### src/rtl/lfsr_seq_ctrl.sv
// Sequencer for one LFSR: seed load, Run_Len steps, serial drain, word reassembly with valid/ready.
// Optional LFSR_SEQ_CTRL_CHAIN_EN adds a Chain input that reseeds from the finished word and restarts.
module lfsr_seq_ctrl #(
  parameter int LFSR_WD = 8,
  parameter int CNT_WD  = 8
) (
  input  logic               CLK,
  input  logic               RST,
  input  logic               Start,
  input  logic [LFSR_WD-1:0] Seed_In,
  input  logic [CNT_WD-1:0]  Run_Len,
`ifdef LFSR_SEQ_CTRL_CHAIN_EN
  input  logic               Chain,
`endif
  output logic               Busy,
  output logic               LFSR_RST_n,
  output logic [LFSR_WD-1:0] LFSR_Seed,
  output logic               LFSR_Enable,
  output logic               LFSR_OUT_Enable,
  input  logic               LFSR_OUT,
  output logic [LFSR_WD-1:0] Word_Out,
  output logic               Word_Valid,
  input  logic               Word_Ready
);

  localparam int IDX_WD = (LFSR_WD > 1) ? $clog2(LFSR_WD) : 1;
  localparam logic [IDX_WD-1:0] LAST_IDX = IDX_WD'(LFSR_WD - 1);

  typedef enum logic [2:0] {
    IDLE,
    LOAD,
    RUN,
    SHIFT,
    DRAIN,
    HOLD
  } state_t;

  state_t              state_q, state_d;
  logic                pulse_q, pulse_d;     // LOAD phase: 0 = seed settle, 1 = reset pulse
  logic [CNT_WD-1:0]   cnt_q, cnt_d;
  logic [CNT_WD-1:0]   run_len_q, run_len_d;
  logic [IDX_WD-1:0]   idx_q, idx_d;
  logic [LFSR_WD-1:0]  seed_d;
  logic                cap_q;                // OUT_Enable delayed to match the LFSR's registered OUT

  // NOTE: every variable gets a default before the case so no path leaves one unassigned (no latch).
  always_comb begin
    state_d   = state_q;
    pulse_d   = 1'b0;
    cnt_d     = cnt_q;
    run_len_d = run_len_q;
    idx_d     = idx_q;
    seed_d    = LFSR_Seed;
    case (state_q)
      IDLE: begin
        if (Start) begin
          state_d   = LOAD;
          seed_d    = Seed_In;
          run_len_d = Run_Len;
        end
      end
      LOAD: begin
        if (!pulse_q) begin
          pulse_d = 1'b1;
        end else if (run_len_q != '0) begin
          state_d = RUN;
          cnt_d   = run_len_q;
        end else begin
          state_d = SHIFT;
          idx_d   = '0;
        end
      end
      RUN: begin
        cnt_d = cnt_q - 1'b1;
        if (cnt_q == CNT_WD'(1)) begin
          state_d = SHIFT;
          idx_d   = '0;
        end
      end
      SHIFT: begin
        if (idx_q == LAST_IDX) state_d = DRAIN;
        else                   idx_d   = idx_q + 1'b1;
      end
      DRAIN: state_d = HOLD;
      HOLD: begin
        if (Word_Ready) begin
          state_d = IDLE;
`ifdef LFSR_SEQ_CTRL_CHAIN_EN
          if (Chain) begin
            state_d = LOAD;
            seed_d  = Word_Out;
          end
`endif
        end
      end
      default: state_d = IDLE;
    endcase
  end

  // Outputs are registered from the next state so each pin lines up with the state it belongs to.
  // NOTE: sequential state uses non-blocking assignments so all registers update from pre-edge values.
  always_ff @(posedge CLK) begin
    if (RST) begin
      state_q         <= IDLE;
      pulse_q         <= 1'b0;
      cnt_q           <= '0;
      run_len_q       <= '0;
      idx_q           <= '0;
      cap_q           <= 1'b0;
      Busy            <= 1'b0;
      LFSR_RST_n      <= 1'b0;
      LFSR_Seed       <= '0;
      LFSR_Enable     <= 1'b0;
      LFSR_OUT_Enable <= 1'b0;
      Word_Out        <= '0;
      Word_Valid      <= 1'b0;
    end else begin
      state_q         <= state_d;
      pulse_q         <= pulse_d;
      cnt_q           <= cnt_d;
      run_len_q       <= run_len_d;
      idx_q           <= idx_d;
      LFSR_Seed       <= seed_d;
      Busy            <= (state_d != IDLE);
      LFSR_RST_n      <= !((state_d == LOAD) && pulse_d);
      LFSR_Enable     <= (state_d == RUN);
      LFSR_OUT_Enable <= (state_d == SHIFT);
      cap_q           <= LFSR_OUT_Enable;
      // LSB-first shift-in: after LFSR_WD captures the first drained bit sits in bit 0.
      if (cap_q) Word_Out <= {LFSR_OUT, Word_Out[LFSR_WD-1:1]};
      Word_Valid      <= (state_d == HOLD);
    end
  end

endmodule

### config.mk
export PLATFORM = sky130hd
export DESIGN_NAME = lfsr_seq_ctrl
export DESIGN_NICKNAME = d
export VERILOG_FILES = /design/src/rtl/lfsr_seq_ctrl.sv
export SDC_FILE = /design/constraint.sdc
export NUM_CORES = 1
export LEC_CHECK = 0
export BUFFER_PORTS_ARGS = -buffer_cell sky130_fd_sc_hd__buf_2
export CAP_MARGIN = 20
export CORE_MARGIN = 1.5
export CORE_UTILIZATION = 50
export DETAILED_ROUTE_END_ITERATION = 8
export MAX_ROUTING_LAYER = met4
export PLACE_DENSITY = 0.77
export SETUP_SLACK_MARGIN = 0.02
export SYNTH_ARGS = -nofsm -noshare
export SYNTH_HDL_FRONTEND = slang
export SYNTH_SLANG_ARGS = --single-unit
### constraint.sdc
create_clock -name CLK -period 1.85 [get_ports CLK]
set_input_delay 0.0925 -clock CLK [delete_from_list [all_inputs] [get_ports CLK]]
set_output_delay 0.0925 -clock CLK [all_outputs]
set_load 0.05 [all_outputs]
==> reports/metrics.csv, run 1 <==
stage,metric,value,unit
drt,first_iter_violations,66,
sta,grt_setup_unrepaired,false,
logic_synthesis,synth_top_area_frac,0.4423,
cts,clockBufferDepth,2,
drt,drc_errors,0,
logic_synthesis,synth_edf_count,0,
status,outcome,"complete, no violations",
floorplan,rows,23,
power_and_ir_drop,clock_power_share,0.322,
cts,path_clk_slew,80,ps
logic_synthesis,synth_xor_xnor_area_share,0,
sta,period_share,0.9489,
logic_synthesis,synth_top_family_by_area,simple AND/OR/NAND/NOR gates,
cts,post_cts_buffers,0,
power_and_ir_drop,power_density,813.6,mW/mm²
grt,grt_pass1_vias,1446,
logic_synthesis,synth.net_count,258,
logic_synthesis,synth_mux_area_frac,0.05651,
logic_synthesis,yosys.area.top_type,dfxtp_1,
grt,grt_usage,0.1876,
drt,wl,3949,µm
sta,worst_slack,94.53,ps
placement,numPortBuffers,41,
cts,cts.sinks,45,
setup_path,end_kind,register,
drt,ant_nets,0,
logic_synthesis,synth_compound_area_frac,0.1609,
floorplan,die_w,66.83,µm
sta,relSlewSlack,0.5521,
logic_synthesis,seq_area_frac_synth,0.4423,
logic_synthesis,async_reset_ff_frac,0,
cts,cts-resized-gates,0,
finish,fin_util,0.6084,
sta,report.final.hold_viol_count,0,
grt,grt_first_pass_wirelength,6244,µm
drt,drt-wirelength-per-cell,11.97,µm
logic_synthesis,syn_avg_cell_area,8.742,µm²
placement,dp.cells,322,
sta,setup-violations-final,0,
sta,tns,0,ps
logic_synthesis,ys_types,48,
floorplan,start_util,0.5129,
cts,cts_max_level,2,
sta,worst_clock_skew,4.022,ps
setup_path,cp.arrival,1940,ps
logic_synthesis,synthesis.area,0.002037,mm²
finish,fin_nets,304,
finish,drive_gt1_frac,0.2786,
logic_synthesis,synthTopCellsByCount,"dfxtp_1 (45), nand2_1 (45), a21oi_1 (32)",
run,cap_violations,0,
power_and_ir_drop,p_comb_frac,0.150,
logic_synthesis,yosysWarnings,0,
setup_path,crit_type,register to register,
floorplan,core-area,0.003971,mm²
power_and_ir_drop,pwr-share-seq,0.528,
grt,antenna_found_initial,0,
logic_synthesis,synth_fa_ha_area_frac,0.02457,
floorplan,dieArea,0.004466,mm²
sta,max_slew.worst_pin.slew,671.9,ps
setup_path,critPathRequiredTime,2040,ps
grt,grt-ovfl-total,0,
logic_synthesis,ys_top_cells_by_area,"dfxtp_1 (44%), nand2_1 (8.3%), a21oi_1 (7.9%)",
logic_synthesis,synth_simple_gate_area_share,0.2733,
cts,clk_latency,290,ps
drt,first_pass_iters,4,
setup_path,worst_setup_path_start_kind,register,
logic_synthesis,syn-instance-count,233,
cts,cts_tree,done,
power_and_ir_drop,switching_power,547.1,µW
sta,min_period,1755,ps
placement,dpl.hpwl,2796,µm
logic_synthesis,ys.flop_type,dfxtp_1,
power_and_ir_drop,intPower,1419,µW
cts,cts_root_buffer,clkbuf_8,
floorplan,die_h,66.83,µm
placement,pre_cts_ws,112.9,ps
power_and_ir_drop,ir_worst_vdd,0.5531,mV
power_and_ir_drop,switching_share,0.2783,
sta,max_freq,569.6,MHz
setup_path,crit_fanout,3,
cts,hold_buffers,0,
drt,vias,1743,
floorplan,ios,42,
placement,place_congestion,0.9141,
logic_synthesis,synth.ff_latch_count,45,
grt,grt_max_degree,40,
worst_hold_path,min_path_type,primary input to register,
finish,instances_no_fill,330,
sta,final_max_slew_viol_count,0,
finish,syn2layout_area_growth,18.61,%
cts,cts_made_buffers,5,
power_and_ir_drop,p_leak,0.001010,µW
finish,num_antenna_cells,0,
drt,routed_via_density,5.282,
==> final timing paths <==
kind                      from      endpoint  slack (ps)  depth (start not counted)
hold reg to reg   LFSR_Seed[0]  LFSR_Seed[0]         450                          2
setup reg to reg      idx_q[0]      idx_q[0]          90                          7
setup / recovery      idx_q[0]      idx_q[0]          90                          7
hold / removal      Seed_In[1]  LFSR_Seed[1]          30                          3
==> critical path, stage by stage, from the launching register on <==
cell	delay, ps
dfxtp_1	330
ha_1	200
ha_1	210
nand2_1	80
a21oi_1	60
or2_4	250
a31o_4	230
mux2_4	290
==> power groups by stage <==
stage               Combinational [µW]  Sequential (µW)  Clock, µW
floorplan                          162             1110          0
global placement                   293             1060          0
detailed placement                 295             1060          0
CTS                                297             1040        652
global route                       325             1040        688
finish                             296             1040        633
==> cell families after synthesis <==
logic type,after synthesis
flip-flops,45
AND/OR/NAND/NOR,102
AO/OA/AOI/OAI,54
multiplexers,11
buffers and inverters,17
adder cells (fa/ha/maj),4
==> placed cells by master (no fill, tap or decap), types with 2 or more instances in the layout <==
cell type / instances
clkbuf_8: 6
o21a_1: 2
o21ai_0: 2
a21oi_1: 32
and3_2: 3
nor2_1: 22
buf_4: 12
dfxtp_1: 45
nor3_1: 5
nand2b_1: 5
a2bb2oi_1: 2
a31oi_1: 3
o21ai_1: 4
ha_1: 4
nor4_2: 2
inv_1: 3
mux2i_1: 10
buf_2: 41
nand2_1: 45
nor2b_1: 4
==> layout make-up <==
| type | instances | area [µm²] |
|---|---|---|
| fillers | 359 | 1555 |
| well taps | 50 | 62.56 |
| repair buffers | 53 | 295.3 |
| multi-input cells | 171 | 1050 |
| clock buffers | 6 | 82.58 |
| flip-flops and latches | 45 | 900.9 |
| clock inverters | 2 | 13.76 |
| inverters | 3 | 11.26 |
==> registers in the layout, summed over array words and instances (netlist names), 3 cells and up <==
register,count
cnt_q,8
state_q,3
LFSR_Seed,8
run_len_q,8
Word_Out,8
idx_q,3
==> metal layers <==
| layer | GRT usage | part of all wire | vias to the layer above |
|---|---|---|---|
| met3 | 0.04561 | 0.037 | 5 |
| met4 | 0.06888 | 0.015 | 0 |
| met5 | - | 0 | - |
| li1 | - | - | 900 |
| met2 | 0.2875 | 0.46 | 41 |
| met1 | 0.2404 | 0.49 | 797 |
==> metrics by stage <==
stage / total power [µW] / cell area [µm²] / hold slack [ps]
floorplan: 1274 / 2037 / 228.5
global placement: 1352 / 2320 / 333.8
detailed placement: 1355 / 2320 / 337.7
CTS: 1986 / 2416 / 16.49
global route: 2057 / 2416 / 14.64
finish: 1966 / 2416 / 26.79
Note: power is estimated with default switching activity, not from simulation.
==> run 2: changes to the inputs <==
--- a/config.mk
+++ b/config.mk
@@ -7,12 +7,15 @@
 export LEC_CHECK = 0
 export BUFFER_PORTS_ARGS = -buffer_cell sky130_fd_sc_hd__buf_2
 export CAP_MARGIN = 20
+export CELL_PAD_IN_SITES_DETAIL_PLACEMENT = 1
+export CELL_PAD_IN_SITES_GLOBAL_PLACEMENT = 1
 export CORE_MARGIN = 1.5
-export CORE_UTILIZATION = 50
+export CORE_UTILIZATION = 40
 export DETAILED_ROUTE_END_ITERATION = 8
 export MAX_ROUTING_LAYER = met4
-export PLACE_DENSITY = 0.77
+export PLACE_DENSITY = 0.81
 export SETUP_SLACK_MARGIN = 0.02
+export SKIP_LAST_GASP = 1
 export SYNTH_ARGS = -nofsm -noshare
 export SYNTH_HDL_FRONTEND = slang
 export SYNTH_SLANG_ARGS = --single-unit
==> run 2 against run 1 <==
Compared with the run above: sequential cell count stayed put; setup slack better by 20 ps; clock skew is 1.8 ps lower; worst hold slack hardly changed; die area is 24% higher; count of clock-buffer cells in the layout is 1 higher; critical path type unchanged.
==> reports/metrics.csv, run 2 (synthesis results as in run 1) <==
stage,metric,value,unit,change
cts,cts.sinks,45,,unchanged
setup_path,rr_startpoint,idx_q[0],,
setup_path,crit_type,register to register,,
cts,hold_buffers,0,,unchanged
cts,cts_made_buffers,5,,unchanged
setup_path,crit_fanout,3,,unchanged
floorplan,ios,42,,unchanged
cts,cts_root_buffer,clkbuf_8,,
cts,cts_max_level,2,,unchanged
sta,setup-violations-final,0,,unchanged
sta,final_max_slew_viol_count,0,,unchanged
sta,worst_slack,114.3,ps,+19.79 ps
floorplan,die_h,74.36,µm,+11%
drt,first_iter_violations,44,,-33%
drt,wl,4871,µm,+23%
cts,clockBufferDepth,2,,unchanged
sta,max_freq,576.1,MHz,+1.1%
cts,post_cts_buffers,0,,unchanged
drt,drt-wirelength-per-cell,14.04,µm,+17%
drt,first_pass_iters,4,,unchanged
sta,period_share,0.9382,,-0.01070
sta,min_period,1736,ps,-19.79 ps
floorplan,die_w,74.36,µm,+11%
finish,drive_gt1_frac,0.2714,,-0.007143
run,cap_violations,0,,unchanged
placement,dpl.hpwl,3474,µm,+24%
setup_path,critPathSlowestCell,dfxtp_1,,
cts,path_clk_slew,80,ps,about the same
drt,vias,1765,,+1.3%
placement,numPortBuffers,41,,unchanged
placement,postPlaceCellArea,0.002341,mm²,+0.92%
drt,drc_errors,0,,unchanged
floorplan,rows,25,,+8.7%
finish,syn2layout_area_growth,19.04,%,
setup_path,crit_path_cell_trace,"ha_1, ha_1, nand2_1, a21oi_1, or2_4, a31o_4, mux2_4",,
drt,routed_via_density,5.086,,-3.7%
power_and_ir_drop,ir_worst_vdd,0.4207,mV,-24%
cts,cts_tree,done,,
floorplan,start_util,0.4229,,-0.09006
grt,grt_usage,0.2017,,+0.01413
worst_hold_path,min_path_type,primary input to register,,
power_and_ir_drop,power_density,802.1,mW/mm²,-1.4%
status,outcome,"complete, no violations",,
setup_path,cp.arrival,1930,ps,about the same
setup_path,cpPeakStageDelay,330,ps,about the same
sta,max_slew.worst_pin.slew,536.9,ps,-134.9 ps
setup_path,worst_setup_path_start_kind,register,,
floorplan,dieArea,0.005529,mm²,+24%
floorplan,core-area,0.004817,mm²,+21%
grt,grt_max_degree,31,,-23%
sta,whs,26.89,ps,+0.1005 ps
sta,tns,0,ps,unchanged
setup_path,r2r-end,idx_q[0],,
sta,report.final.hold_viol_count,0,,unchanged
finish,final_cell_mix,"dfxtp_1 (45), nand2_1 (45), buf_2 (41), a21oi_1 (32), nor2_1 (22)",,
grt,grt-ovfl-total,0,,unchanged
placement,place_congestion,0.8008,,-12%
setup_path,critPathRequiredTime,2040,ps,about the same
setup_path,r2r_setup_slack,110,ps,+20 ps
finish,fin_area,0.002425,mm²,+0.36%
setup_path,crit_path_frequent_cell,ha_1,,
finish,num_antenna_cells,0,,unchanged
grt,grt_pass1_vias,1789,,+24%
sta,grt_setup_unrepaired,false,,
setup_path,end_kind,register,,
sta,relSlewSlack,0.6420,,+0.08996
finish,fin_nets,304,,unchanged
grt,antenna_found_initial,0,,unchanged
setup_path,cp-startpoint,idx_q[0],,
setup_path,crit_end,idx_q[0],,
cts,clk_latency,300,ps,about the same
setup_path,reg2reg_depth,7,,unchanged
power_and_ir_drop,p_total,1945,µW,-1.1%
power_and_ir_drop,p_leak,0.0009973,µW,-1.3%
cts,cts-resized-gates,0,,unchanged
grt,grt_first_pass_wirelength,8217,µm,+32%
drt,ant_nets,0,,unchanged
placement,pre_cts_ws,125.8,ps,+12.86 ps
sta,worst_clock_skew,2.268,ps,-1.754 ps
## run 2: cell types whose count changed in the layout (fill, tap and decap cells not counted)
| cell | previous run | this run |
|---|---|---|
| clkbuf_1 | 0 | 2 |
| clkbuf_8 | 6 | 5 |
| clkinv_2 | 1 | 0 |
| clkinv_4 | 1 | 0 |
| clkinvlp_4 | 0 | 1 |
## run 2: worst min-delay path by stage
| stage | cells past startpoint | start | endpoint |
|---|---|---|---|
| after detailed placement | 3 | Seed_In[7] | LFSR_Seed[7] |
| after CTS | 3 | Seed_In[7] | LFSR_Seed[7] |
| after global placement | 3 | LFSR_OUT | Word_Out[7] |
| after global routing | 3 | Run_Len[4] | run_len_q[4] |
| final | 3 | Run_Len[4] | run_len_q[4] |
| after floorplan | 2 | Run_Len[1] | run_len_q[1] |
## run 2: area by class of cell
class | instances | area [µm²]
multi-input combinational | 171 | 1050
inverter | 3 | 11.26
clock buffer | 7 | 76.32
timing repair buffer | 53 | 295.3
sequential | 45 | 900.9
tap | 67 | 83.83
fill | 604 | 2392
clock inverter | 1 | 7.507
## run 2: critical path, delay by kind of cell, from the launching register on
| family | cells | cell delay (ps) |
|---|---|---|
| and+or+nand+nor | 2 | 320 |
| DFF | 1 | 330 |
| adders and majority gates | 2 | 400 |
| muxes | 1 | 290 |
| AOI/OAI and AO/OA | 2 | 290 |
## run 2: stage by stage
step,utilization,std cells
5_1_grt,0.5034,347
6_report,0.5034,347
4_1_cts,0.5034,347
2_1_floorplan,-,233
3_3_place_gp,0.4860,339
3_5_place_dp,0.4860,339
## run 2: metal layers
layer,up-vias,GRT usage,share of wire,routed length (µm)
li1,893,-,-,-
met1,830,0.2477,0.46,2249
met2,34,0.3304,0.49,2377
met3,8,0.04607,0.035,170
met4,0,0.06061,0.015,74
met5,-,-,0,0
## run 2: report_power, final
| part | total [µW] | switching [µW] | leakage [µW] | internal (µW) |
|---|---|---|---|---|
| registers | 1030 | 28.9 | 0.000366 | 1000 |
| logic | 311 | 198 | 0.000593 | 113 |
| clock network | 601 | 333 | 0.0000385 | 268 |
